==> config.mk <==
export PLATFORM = sky130hd
export DESIGN_NAME = pipe_trace_monitor
export DESIGN_NICKNAME = d
export VERILOG_FILES = /design/src/rtl/pipe_trace_monitor.sv
export SDC_FILE = /design/constraint.sdc
export NUM_CORES = 1
export LEC_CHECK = 0
export CAP_MARGIN = 20
export CELL_PAD_IN_SITES_DETAIL_PLACEMENT = 1
export CELL_PAD_IN_SITES_GLOBAL_PLACEMENT = 1
export CORE_MARGIN = 8
export CORE_UTILIZATION = 51
export DETAILED_ROUTE_END_ITERATION = 8
export PLACE_DENSITY_LB_ADDON = 0.1
export SYNTH_ARGS = -nofsm -noshare
export SYNTH_HDL_FRONTEND = slang
export SYNTH_SLANG_ARGS = --single-unit
==> constraint.sdc <==
create_clock -name clk -period 7.69 [get_ports clk]
set_clock_uncertainty 0.1 [all_clocks]
set_input_delay 0.769 -clock clk [delete_from_list [all_inputs] [get_ports clk]]
set_output_delay 0.769 -clock clk [all_outputs]
set_load 0.01 [all_outputs]
==> src/rtl/pipe_trace_monitor.sv <==
// pipe_trace_monitor
//   Observes the write-back stage of the RISC-V pipeline and keeps eight
//   saturating event counters plus a first-word-fall-through trace FIFO of
//   retired instructions. The FIFO is drained over a valid/ready stream.
//
// Ports
//   clk               system clock, rising edge
//   reset             asynchronous active-low reset
//   i_enable          1 = count and capture, 0 = freeze (pops still allowed)
//   i_clear           synchronous clear of counters, FIFO and overflow flag
//   i_pc_wb           PC of the instruction in WB
//   i_instr_wb        instruction word in WB
//   i_stall           load-use stall this cycle
//   i_flush           branch/jump flush this cycle
//   i_forwardA/B      forwarding selects for ALU operands A/B
//   i_mem_write       store strobe
//   i_sel             counter select for o_count
//   o_count           selected counter value
//   o_trace_valid     FIFO non-empty
//   i_trace_ready     consumer accepts the head entry
//   o_trace_pc        head entry PC (0 while empty)
//   o_trace_instr     head entry instruction (0 while empty)
//   o_trace_level     current FIFO occupancy
//   o_trace_overflow  sticky: a retired instruction was dropped
`timescale 1ns/1ps

module pipe_trace_monitor #(
    parameter int CNT_W      = 32,
    parameter int FIFO_DEPTH = 8
) (
    input  logic                          clk,
    input  logic                          reset,
    input  logic                          i_enable,
    input  logic                          i_clear,
    input  logic [31:0]                   i_pc_wb,
    input  logic [31:0]                   i_instr_wb,
    input  logic                          i_stall,
    input  logic                          i_flush,
    input  logic [1:0]                    i_forwardA,
    input  logic [1:0]                    i_forwardB,
    input  logic                          i_mem_write,
    input  logic [2:0]                    i_sel,
    output logic [CNT_W-1:0]              o_count,
    output logic                          o_trace_valid,
    input  logic                          i_trace_ready,
    output logic [31:0]                   o_trace_pc,
    output logic [31:0]                   o_trace_instr,
    output logic [$clog2(FIFO_DEPTH):0]   o_trace_level,
    output logic                          o_trace_overflow
);

    localparam int AW = $clog2(FIFO_DEPTH);
    localparam int LW = AW + 1;

    localparam logic [CNT_W-1:0] CNT_ONE  = {{(CNT_W-1){1'b0}}, 1'b1};
    localparam logic [CNT_W-1:0] CNT_MAX  = {CNT_W{1'b1}};
    localparam logic [AW-1:0]    PTR_ONE  = {{(AW-1){1'b0}}, 1'b1};
    localparam logic [LW-1:0]    LVL_ONE  = {{(LW-1){1'b0}}, 1'b1};
    localparam logic [LW-1:0]    LVL_FULL = LW'(FIFO_DEPTH);

    localparam logic [6:0] OP_LOAD   = 7'b0000011;
    localparam logic [6:0] OP_BRANCH = 7'b1100011;
    localparam logic [6:0] OP_JAL    = 7'b1101111;
    localparam logic [6:0] OP_JALR   = 7'b1100111;

    // ------------------------------------------------------------------
    // Event decode
    // ------------------------------------------------------------------
    logic       retire;
    logic [6:0] opcode;
    logic [7:0] ev;

    always_comb begin
        opcode = i_instr_wb[6:0];
        // Bubbles (all zero) and canonical NOPs (addi x0,x0,0) are not work.
        retire = (i_instr_wb != 32'h0000_0000) && (i_instr_wb != 32'h0000_0013);
        ev     = '0;
        ev[0]  = 1'b1;
        ev[1]  = retire;
        ev[2]  = i_stall;
        ev[3]  = i_flush;
        ev[4]  = (i_forwardA != 2'b00) || (i_forwardB != 2'b00);
        ev[5]  = i_mem_write;
        ev[6]  = retire && (opcode == OP_LOAD);
        ev[7]  = retire && ((opcode == OP_BRANCH) || (opcode == OP_JAL) ||
                            (opcode == OP_JALR));
    end

    // ------------------------------------------------------------------
    // Saturating event counters
    // ------------------------------------------------------------------
    logic [CNT_W-1:0] cnt_q [8];
    logic [CNT_W-1:0] cnt_d [8];

    always_comb begin
        for (int i = 0; i < 8; i++) begin
            cnt_d[i] = cnt_q[i];
            if (i_clear) begin
                cnt_d[i] = '0;
            end else if (i_enable && ev[i] && (cnt_q[i] != CNT_MAX)) begin
                cnt_d[i] = cnt_q[i] + CNT_ONE;
            end
        end
    end

    always_ff @(posedge clk or negedge reset) begin
        if (!reset) begin
            for (int i = 0; i < 8; i++) begin
                cnt_q[i] <= '0;
            end
        end else begin
            for (int i = 0; i < 8; i++) begin
                cnt_q[i] <= cnt_d[i];
            end
        end
    end

    assign o_count = cnt_q[i_sel];

    // ------------------------------------------------------------------
    // Trace FIFO (first-word fall-through)
    // ------------------------------------------------------------------
    logic [AW-1:0] wr_ptr_q, wr_ptr_d;
    logic [AW-1:0] rd_ptr_q, rd_ptr_d;
    logic [LW-1:0] level_q,  level_d;
    logic          overflow_q, overflow_d;
    logic [63:0]   mem_q [FIFO_DEPTH];

    logic empty, full, push, pop, wr_en, drop;
    logic [63:0] head;

    always_comb begin
        empty = (level_q == '0);
        full  = (level_q == LVL_FULL);
        push  = i_enable && retire && !i_clear;
        pop   = !empty && i_trace_ready && !i_clear;
        // A full FIFO still accepts a push when the head leaves the same cycle.
        wr_en = push && (!full || pop);
        drop  = push && full && !pop;

        wr_ptr_d   = wr_ptr_q;
        rd_ptr_d   = rd_ptr_q;
        level_d    = level_q;
        overflow_d = overflow_q | drop;

        if (i_clear) begin
            wr_ptr_d   = '0;
            rd_ptr_d   = '0;
            level_d    = '0;
            overflow_d = 1'b0;
        end else begin
            if (wr_en) begin
                wr_ptr_d = wr_ptr_q + PTR_ONE;
            end
            if (pop) begin
                rd_ptr_d = rd_ptr_q + PTR_ONE;
            end
            case ({wr_en, pop})
                2'b10:   level_d = level_q + LVL_ONE;
                2'b01:   level_d = level_q - LVL_ONE;
                default: level_d = level_q;
            endcase
        end
    end

    always_ff @(posedge clk or negedge reset) begin
        if (!reset) begin
            wr_ptr_q   <= '0;
            rd_ptr_q   <= '0;
            level_q    <= '0;
            overflow_q <= 1'b0;
        end else begin
            wr_ptr_q   <= wr_ptr_d;
            rd_ptr_q   <= rd_ptr_d;
            level_q    <= level_d;
            overflow_q <= overflow_d;
        end
    end

    // Storage is not reset: stale words are never visible because the
    // outputs are gated by the occupancy, which reset and clear zero.
    always_ff @(posedge clk) begin
        if (wr_en) begin
            mem_q[wr_ptr_q] <= {i_pc_wb, i_instr_wb};
        end
    end

    assign head             = mem_q[rd_ptr_q];
    assign o_trace_valid    = !empty;
    assign o_trace_pc       = empty ? 32'h0 : head[63:32];
    assign o_trace_instr    = empty ? 32'h0 : head[31:0];
    assign o_trace_level    = level_q;
    assign o_trace_overflow = overflow_q;

endmodule

==> results.sh, run 1 <==
export IMPL_finalCritPeriodShare_pct=61.0
export IMPL_criticalPathCategory="register to output port"
export IMPL_layout_nets=2821
export IMPL_pwr_share_comb_pct=19.1
export IMPL_rsz0062_at_grt="no"
export IMPL_groute_layer_met1_usage_pct=33.9
export IMPL_cp_required_ps=6820
export IMPL_tightest_slew_ps=982
export IMPL_critPathArrivalTime_ps=3830
export IMPL_grt_start_max_net_pins=145
export IMPL_cts_root_buf="clkbuf_16"
export IMPL_met3_usage_pct=5.00
export IMPL_synth_top_cell_area_share_pct=42.9
export IMPL_port_buffers=180
export IMPL_hold_slack_ps=-18.1
export IMPL_synthSimpleGateAreaFrac_pct=14.0
export IMPL_p_sw_mw=2.85
export IMPL_post_cts_buffers=0
export IMPL_clk_pin_slew_ps=60
export IMPL_peakVddDrop_mv=0.248
export IMPL_critPathSlowestCell="dfrtp_4"
export IMPL_drt_drc_violations_left=0
export IMPL_synthesis_area_sq_um=35900
export IMPL_maxCapViolations=0
export IMPL_drt_pass1_iter_count=5
export IMPL_cts_tree="done"
export IMPL_muxShareOfSynthArea_pct=15.2
export IMPL_fin_area_sq_um=41500
export IMPL_end_kind="output port"
export IMPL_rr_startpoint="o_trace_level[1]"
export IMPL_power_density_nw_per_um2=261
export IMPL_setup_viol=0
export IMPL_gr_total_overflow=0
export IMPL_cp_slowest_stage_delay_ps=850
export IMPL_slew_headroom_pct=34.3
export IMPL_place_congestion=0.883
export IMPL_yosys_top_cells_area="edfxtp_1 43%, dfrtp_1 19%, mux4_2 12%"
export IMPL_antenna_left=0
export IMPL_numCtsBuffers=84
export IMPL_r2r_slack_ps=3970
export IMPL_post_drt_via_cell_ratio=6.13
export IMPL_gr_max_usage_layer="met2"
export IMPL_synth_seq_cells=779
export IMPL_synthAdderAreaFrac_pct=0.475
export IMPL_dieWidth_microns=281
export IMPL_start_util_pct=51.4
export IMPL_die_h_microns=281
export IMPL_synth_edff_count=512
export IMPL_ys_seq_area_share_pct=61.5
export IMPL_grt_pass1_vias=24500
export IMPL_power_frac_clock_pct=37.8
export IMPL_p_seq_share_pct=43.1
export IMPL_timing_setup_tns_ps=0
export IMPL_hold_viol_final=13
export IMPL_boundaryPins=181
export IMPL_htree_levels=3
export IMPL_clockBufferDepth=3
export IMPL_synth_fp_nets=2656
export IMPL_drive_gt1_share_pct=15.8
export IMPL_num_rows=97
export IMPL_layout_min_cycle_time_ps=4690
export IMPL_cp_start_kind="register"
export IMPL_maxSlewViolCount=0
export IMPL_wire_per_inst_microns=26.6
export IMPL_postCtsHoldBufs=0
export IMPL_yosysWarnings=0
export IMPL_min_path_type="input pin to async pin"
export IMPL_grtUsageMet2_pct=41.7
export IMPL_status="finished with violations"
export IMPL_synth_top_family_by_area="multiplexers"
export IMPL_core_area_sq_um=69800
export IMPL_cts_sinks=779
export IMPL_cts_repair_resized=0
export IMPL_wl_mm=99.4
export IMPL_drt_iter0_drc=1798
export IMPL_crit_fanout=46
export IMPL_leakagePower_nw=13.9
export IMPL_async_flop_share_pct=34.3
export IMPL_yosysTopAreaCell="edfxtp_1"
export IMPL_die_area_sq_um=79000
export IMPL_synth_xor_area_share_pct=4.71
export IMPL_ys_flop_type="edfxtp_1"
export IMPL_violations="negative hold slack"
export IMPL_grt_pass1_wl_mm=152
export IMPL_synth_distinct_cells=62
export IMPL_synth_compound_area_share_pct=2.26
export IMPL_p_int_mw=7.98
export IMPL_syn_inst=2564
export IMPL_grt_usage_pct=25.2
export IMPL_grt_antenna_before_repair=8
export IMPL_crit_start="rd_ptr_q[0]"
export IMPL_clock_latency_ps=650
export IMPL_fmax_mhz=213
export IMPL_vias=22900
export IMPL_placed_cell_area_sq_um=38600
export IMPL_crit_chain="buf_4 -> mux4_2 -> mux2i_1 -> nor2_1 -> clkdlybuf4s50_1"
export IMPL_switching_share_pct=26.3
export IMPL_dpl_hpwl_mm=64.6
export IMPL_syn2layout_area_growth_pct=15.6
export IMPL_avgSynthCellArea_sq_um=14.0
## layer usage
metal	vias to the layer above	part of all wire, %
met5	-	0.093
met4	14	2.6
met3	148	6.9
met2	702	49
met1	12000	42
li1	10100	-
## path summary, 6_finish.rpt
check | endpoint | depth (start not counted)
min reg2reg | o_trace_overflow | 2
max | o_trace_instr[9] | 5
max reg2reg | o_trace_level[3] | 11
min | cnt_q[81] | 1
max in group asynchronous | cnt_q[218] | 2
min in group clk | o_trace_overflow | 2
## registers in the layout, summed over array words and instances (netlist names)
register and count:
o_trace_overflow 1, rd_ptr_q 3, o_trace_level 4, cnt_q 256, wr_ptr_q 3, mem_q 512
## power by group through the flow
stage	Clock [mW]	Sequential, mW	Combinational, mW
final	4.10	4.67	2.06
after global routing	4.31	4.68	2.21
after CTS	4.18	4.67	2.10
after detailed placement	0	4.76	2.08
after global placement	0	4.75	2.04
after floorplan	0	4.68	1.23
## cells in the mapped netlist (8+ instances only)
| library cell | number |
|---|---|
| mux2i_1 | 70 |
| buf_2 | 12 |
| a21oi_1 | 55 |
| clkbuf_1 | 88 |
| nor2_1 | 328 |
| mux4_2 | 192 |
| edfxtp_1 | 512 |
| buf_1 | 36 |
| nor3b_1 | 11 |
| nand3_1 | 122 |
| or2_2 | 8 |
| nand4_1 | 75 |
| or4_1 | 17 |
| and3_1 | 32 |
| ha_1 | 12 |
| dfrtp_1 | 267 |
| and2_1 | 25 |
| o21ai_0 | 39 |
| inv_1 | 27 |
| nor2b_1 | 9 |
| nand2_1 | 109 |
| or3_1 | 44 |
| mux2_2 | 39 |
| xnor2_1 | 136 |
| nor3_1 | 83 |
| and4_1 | 27 |
| xor2_1 | 57 |
| nor4_1 | 61 |
## through the flow
step                      setup WS [ps]  std cells  hold WS, ps  util (%)  total power, mW
final                              3000       3739        -18.1      59.4             10.8
after floorplan                     593       2564          373         -             5.91
after global placement             2750       3582          391      55.4             6.78
after global routing               2700       3738         33.2      59.4             11.2
after CTS                          2710       3737         13.3      59.4             10.9
after detailed placement           2550       3582          429      55.4             6.83
## area by class of cell
class	instances	area [sq um]
antenna	1	2.50
sequential	779	22100
inverter	28	105
tap	940	1180
clock inverter	51	577
multi-input combinational	1619	13200
timing repair buffer	217	2110
fill	6680	28300
clock buffer	104	2200
## logic make-up after synthesis
logic type,after synthesis
and+or+nand+nor,982
AOI/OAI and AO/OA,130
muxes,301
adders and majority gates,13
DFF,779
buffers and inverters,166
xor gates and xnor gates,193
## worst max-delay path: cells and delay by family (launching register included)
kind	cells	cell delay (ps)
buffers and inverters	2	1370
flip-flops	1	850
multiplexers	2	800
AND/OR/NAND/NOR	1	80
## cell usage in the layout (no fill, tap or decap), types with 24 or more instances in the layout
cell | Yosys | final
clkbuf_16 | 0 | 84
and3_1 | 32 | 32
nor3_1 | 83 | 81
mux2i_1 | 70 | 70
and4_1 | 27 | 27
nand3_1 | 122 | 122
inv_1 | 27 | 27
mux4_2 | 192 | 192
xnor2_1 | 136 | 136
dfrtp_1 | 267 | 264
edfxtp_1 | 512 | 512
or3_1 | 44 | 44
mux2_2 | 39 | 39
nor4_1 | 61 | 60
clkinv_2 | 0 | 24
o21ai_0 | 39 | 39
xor2_1 | 57 | 57
clkdlybuf4s50_1 | 0 | 176
and2_1 | 25 | 25
nor2_1 | 328 | 326
a21oi_1 | 55 | 55
buf_4 | 2 | 36
nand4_1 | 75 | 75
nand2_1 | 109 | 109
Note: power is estimated with default switching activity, not from simulation.
==> run 2: changes to the inputs <==
CORE_UTILIZATION = 46   (was 51)
clock period = 4.3 ns   (was 7.69 ns; I/O delays follow)
==> results.sh, run 2 (synthesis results as in run 1) <==
export IMPL_status="finished, final reports clean"
export IMPL_pwr_share_comb_pct=19.2
export IMPL_cp_start_kind="register"
export IMPL_finalCritPeriodShare_pct=86.1
export IMPL_setup_viol=0
export IMPL_drt_pass1_iter_count=5
export IMPL_fillers=7537
export IMPL_regMostFlops="mem_q"
export IMPL_post_cts_buffers=0
export IMPL_place_congestion=0.890
export IMPL_clockBufferDepth=3
export IMPL_layout_commonest_cell="edfxtp_1"
export IMPL_groute_layer_met1_usage_pct=30.7
export IMPL_layout_nets=2861
export IMPL_drive_gt1_share_pct=17.0
export IMPL_gr_max_usage_layer="met2"
export IMPL_grt_pass1_wl_mm=155
export IMPL_gr_total_overflow=0
export IMPL_grtUsageMet2_pct=38.9
export IMPL_end_kind="output port"
export IMPL_power_total_mw=19.9
export IMPL_wl_mm=102
export IMPL_layout_min_cycle_time_ps=3700
export IMPL_power_density_nw_per_um2=470
export IMPL_p_int_mw=14.8
export IMPL_post_drt_via_cell_ratio=5.94
export IMPL_syn2layout_area_growth_pct=18.2
export IMPL_postCtsHoldBufs=1
export IMPL_multiInputGateArea_sq_um=13300
export IMPL_instances_no_fill=3880
export IMPL_drt_drc_violations_left=0
export IMPL_dpl_hpwl_mm=68.9
export IMPL_cp_required_ps=3770
export IMPL_grt_usage_pct=23.4
export IMPL_seq_area_sq_um=22100
export IMPL_crit_chain="buf_12 -> mux4_2 -> mux2i_1 -> nor2_1 -> clkdlybuf4s50_1"
export IMPL_clock_latency_ps=660
export IMPL_die_h_microns=295
export IMPL_p_seq_share_pct=41.6
export IMPL_leakagePower_nw=14.2
export IMPL_start_util_pct=46.4
export IMPL_num_rows=102
export IMPL_timing_setup_tns_ps=0
export IMPL_boundaryPins=181
export IMPL_crit_fanout=64
export IMPL_port_buffers=180
export IMPL_peakVddDrop_mv=0.342
export IMPL_min_path_type="input pin to register"
export IMPL_grt_antenna_before_repair=10
export IMPL_largest_reg_flops=512
export IMPL_vias=23100
export IMPL_critPathSlowestCell="dfrtp_4"
export IMPL_hold_viol_final=0
export IMPL_power_frac_clock_pct=39.2
export IMPL_met3_usage_pct=5.01
export IMPL_clk_pin_slew_ps=60
export IMPL_cts_tree="done"
export IMPL_die_area_sq_um=87100
export IMPL_grt_start_max_net_pins=120
export IMPL_switching_share_pct=25.9
export IMPL_p_sw_mw=5.16
export IMPL_grt_pass1_vias=24600
export IMPL_cts_repair_resized=0
export IMPL_maxCapViolations=0
export IMPL_criticalPathCategory="register to output port"
export IMPL_slew_headroom_pct=24.1
export IMPL_most_common_layout_cells="512 x edfxtp_1, 326 x nor2_1, 264 x dfrtp_1"
export IMPL_wire_per_inst_microns=26.3
export IMPL_dieWidth_microns=295
export IMPL_maxSlewViolCount=0
export IMPL_cts_sinks=779
export IMPL_fmax_mhz=270
export IMPL_critPathArrivalTime_ps=3170
export IMPL_core_area_sq_um=77300
export IMPL_cts_root_buf="clkbuf_16"
export IMPL_cp_slowest_stage_delay_ps=750
export IMPL_rsz0062_at_grt="no"
export IMPL_drt_iter0_drc=1686
export IMPL_htree_levels=3
export IMPL_antenna_left=0
export IMPL_numCtsBuffers=85
export IMPL_critPathBufInv=2
export IMPL_crit_family="buffers and inverters"
export IMPL_tightest_slew_ps=1140
export IMPL_place_inst=3721
[run 2: cell types whose count changed in the layout (fill, tap and decap cells not counted), moves of 3 or more]
cell | previous run | this run
buf_4 | 36 | 57
buf_12 | 1 | 18
clkinv_2 | 24 | 11
clkbuf_8 | 3 | 14
clkinv_1 | 10 | 3
clkbuf_1 | 18 | 22
nor3b_2 | 4 | 0
nor3b_4 | 0 | 4
bufinv_16 | 10 | 13
[run 2: layout make-up]
| cell class | instances | share of cell area (%) |
|---|---|---|
| multi-input combinational | 1619 | 31.3 |
| antenna | 1 | 0.00591 |
| timing repair buffer | 256 | 6.16 |
| tap | 1040 | 3.07 |
| clock inverter | 37 | 1.51 |
| inverter | 28 | 0.248 |
| sequential | 779 | 52.1 |
| clock buffer | 120 | 5.64 |
[run 2: power by group through the flow]
stage               registers (mW)  clock network (mW)  logic, mW
floorplan                     8.37                   0       2.20
detailed placement            8.44                   0       3.91
finish                        8.29                7.81       3.82
CTS                           8.29                7.95       3.93
global placement              8.43                   0       3.84
global route                  8.30                8.20       4.12
[run 2: path summary, 6_finish.rpt]
check	endpoint	depth (start not counted)	slack (ps)	from
max	o_trace_pc[2]	5	600	rd_ptr_q[1]
min	cnt_q[186]	2	190	i_clear
max reg2reg	mem_q[3][10]	7	1130	o_trace_level[0]
min reg2reg	o_trace_overflow	2	400	o_trace_overflow
max in group asynchronous	cnt_q[198]	3	2730	reset
min in group asynchronous	cnt_q[90]	2	280	reset
[run 2: per-stage QoR]
stage	utilization [%]	setup WS (ps)	instance area [sq um]	hold slack [ps]
floorplan	-	-199	35900	34.4
global placement	50.8	245	39300	381
detailed placement	50.8	148	39300	387
CTS	54.8	523	42400	170
global route	54.8	514	42400	216
finish	54.8	597	42400	187
[run 2: per-layer routing]
metal	wire, microns	part of all wire [%]
met4	3090	3.0
met5	69	0.068
met1	42700	42
met2	49700	49
met3	6310	6.2
==> edit 1 (settings of run 2) <==
Register the output `o_count`, without a reset; this adds one clock of latency there. The other outputs are not delayed to match.
--- a/src/rtl/pipe_trace_monitor.sv
+++ b/src/rtl/pipe_trace_monitor.sv
@@ -117,3 +117,5 @@
 
-    assign o_count = cnt_q[i_sel];
+    always_ff @(posedge clk) begin
+        o_count <= cnt_q[i_sel];
+    end
 
Behaviour: not the same (a bounded check fails within 4 cycles, from zero or initial values and one cycle with reset low).
==> edit 1 against run 2 <==
  * Cell area fell by 0.16%
  * Routed wire length decreased by 2.5%
  * Global-route usage down 0.50 points
  * Non-clock buffer count increased by 5
  * Sequential cell count up 32
  * Count of clock-buffer cells in the layout is 2 lower
  * Power is 4.3% lower
  * Synthesized area grew 0.11%
  * Critical path depth stayed put
  * Setup slack got worse by 220 ps
  * Synthesized cell count decreased by 2.8%
  * Fmax decreased by 5.6%
  * Die area is 0.11% higher
  * Critical endpoint is now o_trace_pc[22]
  * Largest cell class unchanged
  * Largest power group unchanged
  * Highest routed layer unchanged
==> edit 1: results (changes against run 2) <==
- The startpoint identified for the worst register-to-register timing path is cnt_q[71].
- The mean cell area of the mapped netlist is 14.40 sq um (+3.0%).
- The highest fanout seen on the critical path came to 33 (-48%).
- The TritonCTS buffer count is 86 (+1.2%).
- The worst vdd rail ir drop is 0.3032 mV (-11%).
- The share of cell area taken by muxes after synthesis is 0.1513 (-0.001076).
- The number of global-route vias before repair is 24250 (-1.5%).
- The worst flop-to-flop path endpoint is cnt_q[69].
- The area share of fa/ha/maj cells after synthesis came to 0.004740 (-0.000005293).
- The cell-internal power is 0.01416 W (-4.1%).
- The number of non-filler instances in the completed layout was 3837 (-1.1%).
- The run finished with clean final reports.
- The leakage power total is 14.44 nW (+1.6%).
- The fraction of the yosys area taken by sequential cells is 0.6323 (+0.01716).
- The synthesized-area fraction occupied by ao, oa, aoi and oai cells is 0.02653 (+0.003948).
- The worst reg-to-reg setup slack came to 1330 ps (+200 ps).
- The placed cell count came to 3675 (-1.2%).
- Ranked by total cell area, the synthesized netlist is headed by sky130_fd_sc_hd__edfxtp_1, sky130_fd_sc_hd__dfrtp_1, sky130_fd_sc_hd__mux4_2, sky130_fd_sc_hd__nor2_1, sky130_fd_sc_hd__xor2_1.
- The post-detailed-route wirelength per cell is 25.89 um (-1.4%).
- The wire length the detailed router placed on met1 is 42610 um (-0.21%).
- The detailed-routed wire length on met2 is 49680 um (about the same).
- By count the netlist is led by sky130_fd_sc_hd__edfxtp_1, sky130_fd_sc_hd__nor2_1, sky130_fd_sc_hd__dfrtp_1, sky130_fd_sc_hd__mux4_2, sky130_fd_sc_hd__nand2_1.
- The share of cells above drive strength 1 is 0.1663 (-0.004174).
- The DRC violation total after the first TritonRoute iteration is 1591 (-5.6%).
- The critical path starts at rd_ptr_q[0].
- The most critical setup path has its endpoint at o_trace_pc[22].
- The detailed placement HPWL is 65920 um (-4.3%).
- The post-synthesis async set-or-reset flop share is 0.3292 (-0.01352).
- The highest cell delay on the worst timing path is 900 ps (+150 ps).
- The first-pass GRT wire length was 152600 um (-1.8%).
- The top cell type's share of synthesized area is 0.4283 (-0.0004783).
- The part of the total power dissipated in combinational logic came to 0.163 (-0.029).
- The number of nets in the layout is 2817 (-1.5%).
- The cell class contributing the biggest share of worst-path delay is flip-flops.
- The number of cells traversed by the worst register-to-register path came to 6 (-1).
- The number of antenna violations at the first check in global routing is 3 (-7).
- The mean number of vias per cell is 5.861 (-1.4%).
- The length of routed met3 wiring was 4395 um (-30%).
## edit 1: cell types whose count changed in the layout (fill, tap and decap cells not counted), sizes merged, moves of 25 or more
cell   change
xnor2     -47
xor2      +42
nand3     -40
dfxtp     +32
nor3      -26
nor2      -25
## edit 1: cell type report
class / instances / area [sq um]
antenna: 1 / 2.502
clock inverter: 41 / 406.6
tap: 1040 / 1301
timing repair buffer: 261 / 2646
fill: 7481 / 35040
sequential: 811 / 22710
clock buffer: 118 / 2384
inverter: 28 / 105.1
multi-input combinational: 1537 / 12740
## edit 1: timing repair
item,4_1_cts,5_1_grt
resized for setup,0,0
hold endpoints to repair,100,0
hold buffers,1,0
## edit 1: metrics by stage
| stage | cell area, sq um | util | setup WS (ps) |
|---|---|---|---|
| after floorplan | 35940 | - | -1133 |
| after global placement | 39470 | 0.5104 | -83.94 |
| after detailed placement | 39480 | 0.5105 | -85.83 |
| after CTS | 42280 | 0.5467 | 260.1 |
| after global routing | 42300 | 0.5469 | 209.1 |
| final | 42300 | 0.5469 | 378.9 |
## edit 1: metal layers
layer | GRT usage | vias to the layer above
li1 | - | 10010
met1 | 0.3060 | 11890
met2 | 0.3895 | 466
met3 | 0.03633 | 121
met4 | 0.06336 | 2
met5 | 0 | -
## edit 1: worst min path at each step
stage,to,slack [ps],cells after the start
floorplan,cnt_q[0],30,0
global placement,cnt_q[41],430,2
detailed placement,cnt_q[28],450,1
CTS,cnt_q[243],230,2
global route,rd_ptr_q[2],260,2
finish,cnt_q[206],250,2
==> edit 2 (settings of run 2) <==
Made on the original files. Change the parameter `FIFO_DEPTH` from 8 to 16.
--- a/src/rtl/pipe_trace_monitor.sv
+++ b/src/rtl/pipe_trace_monitor.sv
@@ -28,3 +28,3 @@
     parameter int CNT_W      = 32,
-    parameter int FIFO_DEPTH = 8
+    parameter int FIFO_DEPTH = 16
 ) (
Ports: changed (resized o_trace_level); port bits go from 181 to 182. The function was not compared with the original's and may differ.
==> edit 2 against run 2 <==
  * Sequential cell count increased by 515
  * Setup slack got worse by 380 ps
  * Critical path depth unchanged
  * Power increased by 55%
  * Routed wire length increased by 47%
  * Non-clock buffer count increased by 54
  * Worst hold slack got worse by 110 ps
  * Cell area increased by 53%
  * Synthesized area increased by 54%
==> edit 2: results (changes against run 2) <==
- The worst vdd rail ir drop was 0.3325 mV (-2.7%).
- The fraction of the yosys area taken by sequential cells is 0.6810 (+0.06590).
- The count of flip-flops with a built-in enable after synthesis was 1024 (+100%).
- The TritonCTS buffer count is 141 (+66%).
- The sequential cell area is 0.03752 sq mm (+70%).
- The overall via count from detail_route is 30720 (+33%).
- The number of nets in the layout was 3568 (+25%).
- The post-synthesis cell type count is 74 (+19%).
- The slew at the pin closest to its max-slew limit is 1065 ps (-73.23 ps).
- The mean cell area of the mapped netlist was 17.32 sq um (+24%).
- The wire length after detailed routing was 150200 um (+47%).
- The number of flip-flops under the largest register name is 1024 (+100%).
- Following the worst setup path forward leads to its endpoint at o_trace_instr[14].
- The first-pass GRT wire length is 223600 um (+44%).
- The worst-skew pair later-pin latency was 740 ps (+80 ps).
- The run finished with clean final reports.
- The synthesized-area fraction occupied by ao, oa, aoi and oai cells was 0.01186 (-0.01072).
- The CTS H-tree depth is 4 (+1).
- The DRC violation total after the first TritonRoute iteration was 2399 (+42%).
- The leakage power total is 21.28 nW (+50%).
- The post-route worst setup slack is 212.5 ps (-384.8 ps).
- The post-synthesis share of cell area spent on xor and xnor gates is 0.03387 (-0.01327).
- The share of cell area taken by muxes after synthesis came to 0.1674 (+0.01505).
- The number of antenna violations at the first check in global routing was 8 (-2).
- The placed cell area is 0.05989 sq mm (+52%).
edit 2: worst min-delay path by stage:
stage / startpoint / endpoint / cells past startpoint
after CTS: i_clear / cnt_q[218] / 2
after floorplan: reset / cnt_q[0] / 0
final: i_clear / cnt_q[218] / 2
after global routing: i_clear / cnt_q[218] / 2
after detailed placement: reset / cnt_q[207] / 1
after global placement: reset / cnt_q[207] / 1
edit 2: cell families (layout without fill, tap and decap cells):
family / Yosys count / after routing
buf+inv: 186 / 587
fa+ha+maj: 17 / 17
flops: 1294 / 1294
mux: 435 / 435
other cells: 0 / 2
simple gates: 925 / 925
compound gates: 109 / 109
xor+xnor: 213 / 213
edit 2: power breakdown:
part	internal [W]	total, W	switching [W]	leakage (nW)
sequential	0.0137	0.0138	0.000109	13.0
clock	0.00727	0.0122	0.00496	2.28
combinational	0.00245	0.00488	0.00243	6.02
edit 2: metal layers:
metal,up-vias,GRT usage,wire (um)
li1,13180,-,-
met1,16470,0.3065,62710
met2,880,0.3915,76070
met3,179,0.04038,8411
met4,6,0.05390,2990
met5,-,0,32
edit 2: final cells by class:
type | instances | share of cell area
clock inverter | 67 | 0.01216
timing repair buffer | 310 | 0.05180
sequential | 1294 | 0.5807
antenna | 2 | 0.00007746
multi-input combinational | 1699 | 0.2620
tap | 1612 | 0.03122
clock buffer | 184 | 0.06046
inverter | 26 | 0.001511
edit 2: timing repair:
action / 4_1_cts / 5_1_grt
endpoints found under the setup margin: 4 / 0
endpoints found under the hold margin: 114 / 0
setup buffers: 2 / 0
hold buffers: 1 / 0
